==> src/rtl/mpu_store.sv <==
// Streams one register-file matrix row-major, one element per valid&ready beat; valid follows en by one FETCH cycle.
// Stalls hold element_out and counters; a request with an out-of-range shape produces a one-cycle error instead.
module mpu_store #(
  parameter int FP              = 32,
  parameter int M               = 4,
  parameter int N               = 4,
  parameter int MBITS           = 2,
  parameter int NBITS           = 2,
  parameter int MATRIX_REG_SIZE = 2
) (
  input  logic                          clk,
  input  logic                          rst,
  input  logic                          en,
  input  logic [MATRIX_REG_SIZE-1:0]    store_addr,
  input  logic [MBITS:0]                matrix_m_size,
  input  logic [NBITS:0]                matrix_n_size,
  output logic [MATRIX_REG_SIZE-1:0]    reg_store_addr,
  input  logic [M-1:0][N-1:0][FP-1:0]   matrix_in,
  output logic [FP-1:0]                 element_out,
  output logic                          valid,
  input  logic                          ready,
  output logic                          busy,
  output logic                          ack,
  output logic                          error
);

  typedef enum logic [2:0] {
    IDLE   = 3'd0,
    FETCH  = 3'd1,
    STREAM = 3'd2,
    DONE   = 3'd3,
    ERR    = 3'd4
  } state_e;

  localparam logic [MBITS:0]   M_MAX   = (MBITS+1)'(M);
  localparam logic [NBITS:0]   N_MAX   = (NBITS+1)'(N);
  localparam logic [MBITS:0]   M_ONE   = (MBITS+1)'(1);
  localparam logic [NBITS:0]   N_ONE   = (NBITS+1)'(1);
  localparam logic [MBITS-1:0] ROW_ONE = MBITS'(1);
  localparam logic [NBITS-1:0] COL_ONE = NBITS'(1);

  state_e                         state_q, state_d;
  logic [MATRIX_REG_SIZE-1:0]     addr_q, addr_d;
  logic [MBITS:0]                 m_q, m_d;
  logic [NBITS:0]                 n_q, n_d;
  logic [MBITS-1:0]               row_q, row_d;
  logic [NBITS-1:0]               col_q, col_d;
  logic [M-1:0][N-1:0][FP-1:0]    snap_q, snap_d;
  logic [FP-1:0]                  elem_q, elem_d;
  logic                           valid_q, valid_d;
  logic                           busy_q, busy_d;
  logic                           ack_q, ack_d;
  logic                           error_q, error_d;

  logic size_ok;
  logic last_col;
  logic last_row;

  assign size_ok  = (matrix_m_size != '0) && (matrix_m_size <= M_MAX) &&
                    (matrix_n_size != '0) && (matrix_n_size <= N_MAX);
  assign last_col = ({1'b0, col_q} == (n_q - N_ONE));
  assign last_row = ({1'b0, row_q} == (m_q - M_ONE));

  always_comb begin
    state_d = state_q;
    addr_d  = addr_q;
    m_d     = m_q;
    n_d     = n_q;
    row_d   = row_q;
    col_d   = col_q;
    snap_d  = snap_q;

    case (state_q)
      IDLE: begin
        if (en) begin
          if (size_ok) begin
            state_d = FETCH;
            addr_d  = store_addr;
            m_d     = matrix_m_size;
            n_d     = matrix_n_size;
          end else begin
            state_d = ERR;
          end
        end
      end
      FETCH: begin
        // Snapshot isolates the stream from later register-file writes.
        snap_d  = matrix_in;
        row_d   = '0;
        col_d   = '0;
        state_d = STREAM;
      end
      STREAM: begin
        if (ready) begin
          if (last_col) begin
            col_d = '0;
            if (last_row) begin
              state_d = DONE;
            end else begin
              row_d = row_q + ROW_ONE;
            end
          end else begin
            col_d = col_q + COL_ONE;
          end
        end
      end
      DONE:    state_d = IDLE;
      ERR:     state_d = IDLE;
      default: state_d = IDLE;
    endcase

    // Outputs are registered from the next state so they line up with it.
    valid_d = (state_d == STREAM);
    busy_d  = (state_d != IDLE);
    ack_d   = (state_d == DONE);
    error_d = (state_d == ERR);
    elem_d  = valid_d ? snap_d[row_d][col_d] : '0;
  end

  always_ff @(posedge clk or negedge rst) begin
    if (!rst) begin
      state_q <= IDLE;
      addr_q  <= '0;
      m_q     <= '0;
      n_q     <= '0;
      row_q   <= '0;
      col_q   <= '0;
      snap_q  <= '0;
      elem_q  <= '0;
      valid_q <= 1'b0;
      busy_q  <= 1'b0;
      ack_q   <= 1'b0;
      error_q <= 1'b0;
    end else begin
      state_q <= state_d;
      addr_q  <= addr_d;
      m_q     <= m_d;
      n_q     <= n_d;
      row_q   <= row_d;
      col_q   <= col_d;
      snap_q  <= snap_d;
      elem_q  <= elem_d;
      valid_q <= valid_d;
      busy_q  <= busy_d;
      ack_q   <= ack_d;
      error_q <= error_d;
    end
  end

  assign reg_store_addr = addr_q;
  assign element_out    = elem_q;
  assign valid          = valid_q;
  assign busy           = busy_q;
  assign ack            = ack_q;
  assign error          = error_q;

endmodule
==> config.mk <==
export PLATFORM = sky130hd
export DESIGN_NAME = mpu_store
export DESIGN_NICKNAME = d
export VERILOG_FILES = /design/src/rtl/mpu_store.sv
export SDC_FILE = /design/constraint.sdc
export NUM_CORES = 1
export LEC_CHECK = 0
export CAP_MARGIN = 30
export CORE_MARGIN = 2
export CORE_UTILIZATION = 40
export DETAILED_ROUTE_END_ITERATION = 10
export GPL_TIMING_DRIVEN = 0
export HOLD_SLACK_MARGIN = 0.12
export PLACE_DENSITY_LB_ADDON = 0.2
export SLEW_MARGIN = 20
export SYNTH_ARGS = -nofsm -noshare
export SYNTH_HDL_FRONTEND = slang
export SYNTH_SLANG_ARGS = --single-unit
==> constraint.sdc <==
create_clock -name clk -period 3.4 [get_ports clk]
set_input_delay 0.34 -clock clk [delete_from_list [all_inputs] [get_ports clk]]
set_output_delay 0.34 -clock clk [all_outputs]
set_load 0.03 [all_outputs]
==> flow_summary.yaml <==
outcome:
  status: "finished with violations"
  violated_checks: "setup timing"
placed_design:
  placement.cell_area_sq_um: 32820
  io_buffer_count: 561
  dp_hpwl_microns: 80890
  place.gp.congestion: 0.9383
  worst_slack_after_detailed_placement_ns: -0.6673
sta:
  final.setup_skew_ns: 0.01876
  rsz0062_at_grt: "yes"
  slew_viol_final: 0
  worst_pin_slew_ns: 1.004
  worst_slew_margin_rel_pct: 33.07
  fmax_mhz: 292.2
  period_needed_ns: 3.422
  timing.final.crit_share_pct: 100.6
  setup-violations-final: 1
  fin_ws_ns: -0.02195
  finalHoldViolations: 0
  timing.setup.tns_ns: -0.02195
detailed_routing:
  drt_first_iter_violations: 1780
  drt_drc_violations_left: 0
  routed_via_density: 5.129
  dr_total_vias: 22900
  drt.antenna.violating_nets: 0
  post_drt_wl_per_cell_microns: 23.11
  detail_route.first_pass.iterations: 5
  total_wire_length_after_detailed_routing_microns: 103200
die:
  row_count: 93
  start_util_pct: 40.30
  die_area_sq_um: 66770
  die-width_microns: 258.4
  core_area_sq_um: 64230
  dieHeight_microns: 258.4
  io_pins: 562
finish:
  filler_cell_count: 6032
  layout.cells.most_common: "sky130_fd_sc_hd__nand2_1"
  layout_common_cells: "sky130_fd_sc_hd__nand2_1, sky130_fd_sc_hd__dfrtp_1, sky130_fd_sc_hd__clkdlybuf4s50_1"
  area_growth_pct: 35.85
  nNetsFinal: 4078
  layout-drive-gt1-share_pct: 7.476
  post-route-cell-area_sq_um: 35170
global_routing:
  wire_length_of_the_first_global_routing_pass_microns: 148300
  first_global_vias: 23070
  global_route.usage.total_pct: 30.37
  largest_net_degree_at_the_start_of_global_routing: 96
  grt_remaining_overflow: 0
  initial_antenna_violation_count: 18
critical_path:
  r2r.worst_path.cells: 13
  r2r-end: "element_out[8]$_DFF_PN0_"
  cp_data_required_time_ns: 3.90
  cp-end-kind: "register"
  critical_path.max_fanout: 10
  r2r_setup_slack_ns: -0.02
  r2r_start: "n_q[0]$_DFFE_PN0P_"
  worstSetupPathType: "register to register"
  startpoint_type: "register"
  arrival_ns: 3.92
logic_synthesis:
  area_share_of_the_largest_cell_type_after_synthesis_pct: 54.43
  synthesis.area_sq_um: 25890
  synth-main-ff-cell: "sky130_fd_sc_hd__dfrtp_1"
  synth_top_cells_by_area: "sky130_fd_sc_hd__dfrtp_1, sky130_fd_sc_hd__nand2_1, sky130_fd_sc_hd__mux2i_1"
  yosysTopAreaCell: "sky130_fd_sc_hd__dfrtp_1"
  synth_enable_flop_cells: 0
  syn_nets: 3435
  synth-async-reset-ratio_pct: 100.0
  yosys_warnings: 0
  synthCells: 2909
  yosys_register_bits: 563
  synth.distinct_cells: 69
  postSynthAreaPerCell_sq_um: 8.899
  synth.yosys.seq_area_share_pct: 54.43
pwr:
  power_per_cell_area_nw_per_um2: 881.1
  ir_worst_vdd_v: 0.0004570
  power_leakage_nw: 17.41
clock_network:
  cts_inserted_buffers: 59
  cts_max_path_buffers: 3
  ctsHtreeMaxLevel: 2
  cts_tree: "built"
  clkSlewWorstSetupHoldPaths_ns: 0.06
  worstSkewPairLatency_ns: 0.62
  cts_num_sinks: 563
  cts-root-buf: "sky130_fd_sc_hd__clkbuf_16"
min_path:
  min-delay-path-class: "input port to asynchronous set/reset pin"
job:
  timing.max_cap.violations: 0
cell families after synthesis:
group,after synthesis,share of synthesized area [%]
simple gates,1635,25.35
flops,563,54.43
compound gates,288,8.705
buf+inv,228,3.765
mux,187,7.400
xor+xnor,6,0.2610
fa+ha+maj,2,0.09665
through the flow:
stage | cells | hold WS [ns] | util [%] | power [W]
after floorplan | 2909 | 0.04441 | - | 0.01873
after global placement | 4325 | 0.4474 | 50.71 | 0.02364
after detailed placement | 4338 | 0.2956 | 51.10 | 0.02382
after CTS | 4445 | 0.2123 | 54.39 | 0.03068
after global routing | 4462 | 0.2323 | 54.74 | 0.03273
final | 4464 | 0.2269 | 54.75 | 0.03098
flip-flops by register name, summed over array words and instances (netlist names):
register        count
row_q               2
error               1
snap_q            512
valid               1
n_q                 3
busy                1
m_q                 3
col_q               2
reg_store_addr      2
ack                 1
element_out        32
state_q             3
worst max-delay path: stages (launching register included):
cell	delay [ns]
sky130_fd_sc_hd__dfrtp_1	0.40
sky130_fd_sc_hd__inv_1	0.07
sky130_fd_sc_hd__ha_1	0.32
sky130_fd_sc_hd__xor2_2	0.21
sky130_fd_sc_hd__nand4_1	0.11
sky130_fd_sc_hd__buf_4	0.18
sky130_fd_sc_hd__nor3_4	0.32
sky130_fd_sc_hd__buf_4	0.18
sky130_fd_sc_hd__nor2_4	0.06
sky130_fd_sc_hd__clkbuf_2	0.26
sky130_fd_sc_hd__a2111oi_0	0.58
sky130_fd_sc_hd__buf_1	0.22
sky130_fd_sc_hd__a221o_1	0.30
sky130_fd_sc_hd__nor4_2	0.09
power by group:
group / total [W] / switching (W) / internal [W]
combinational: 0.0130 / 0.00822 / 0.00482
sequential: 0.0112 / 0.00125 / 0.00995
clock: 0.00675 / 0.00278 / 0.00397
total: 0.0310 / 0.0122 / 0.0187
timing repair:
item	4_1_cts	5_1_grt
pin swaps	0	11
setup endpoints to repair	97	73
resized for setup	38	73
hold buffers	1	0
hold endpoints to repair	160	0
setup buffers	0	10
synth_stat cells (all sizes together), types with 2 or more instances:
cell     count
o221ai       2
and2         2
or3b         2
a211o       14
ha           2
a32o        29
dfrtp      563
xnor2        3
a211oi       2
a221o       17
nand2     1501
a22o        17
xor2         3
nor4        19
or3          3
nor4b       15
o21a         2
a21boi      46
nand3        4
o211ai      14
a2111o      28
nand4       15
o21ai       68
a21o         3
a21oi       18
o22ai        2
nand2b       2
a22oi        2
nor3        20
nor2        44
and4         2
inv         28
mux2        25
mux2i      161
a2111oi     17
buf         70
clkbuf     129
cell type report:
type	count	area (sq um)	area share, %
Multi-Input combinational cell	2118	10990	31.24
Antenna cell	11	27.53	0.07828
Tap cell	855	1070	3.042
Sequential cell	563	14090	40.06
Inverter	29	111.4	0.3167
Buffer	196	939.7	2.672
Clock inverter	20	232.7	0.6618
Clock buffer	87	1774	5.045
Timing Repair Buffer	585	5936	16.88
worst max-delay path by stage:
stage	slack, ns	end	startpoint	cells after the start
after floorplan	0.79	element_out[6]$_DFF_PN0_	n_q[0]$_DFFE_PN0P_	12
after global placement	-23.98	snap_q[76]$_DFF_PN0_	rst	1
after detailed placement	-0.67	element_out[26]$_DFF_PN0_	ready	9
after CTS	-0.05	element_out[12]$_DFF_PN0_	n_q[0]$_DFFE_PN0P_	11
after global routing	-0.04	element_out[16]$_DFF_PN0_	m_q[0]$_DFFE_PN0P_	11
final	-0.02	element_out[8]$_DFF_PN0_	n_q[0]$_DFFE_PN0P_	13
routing by layer:
metal	share of wire (%)	vias to the layer above	track usage, %
li1	-	10800	-
met1	42	11070	41.12
met2	47	834	48.82
met3	7.4	179	6.309
met4	3.4	14	10.00
met5	0.096	-	0
(Power assumes the default switching activity.)
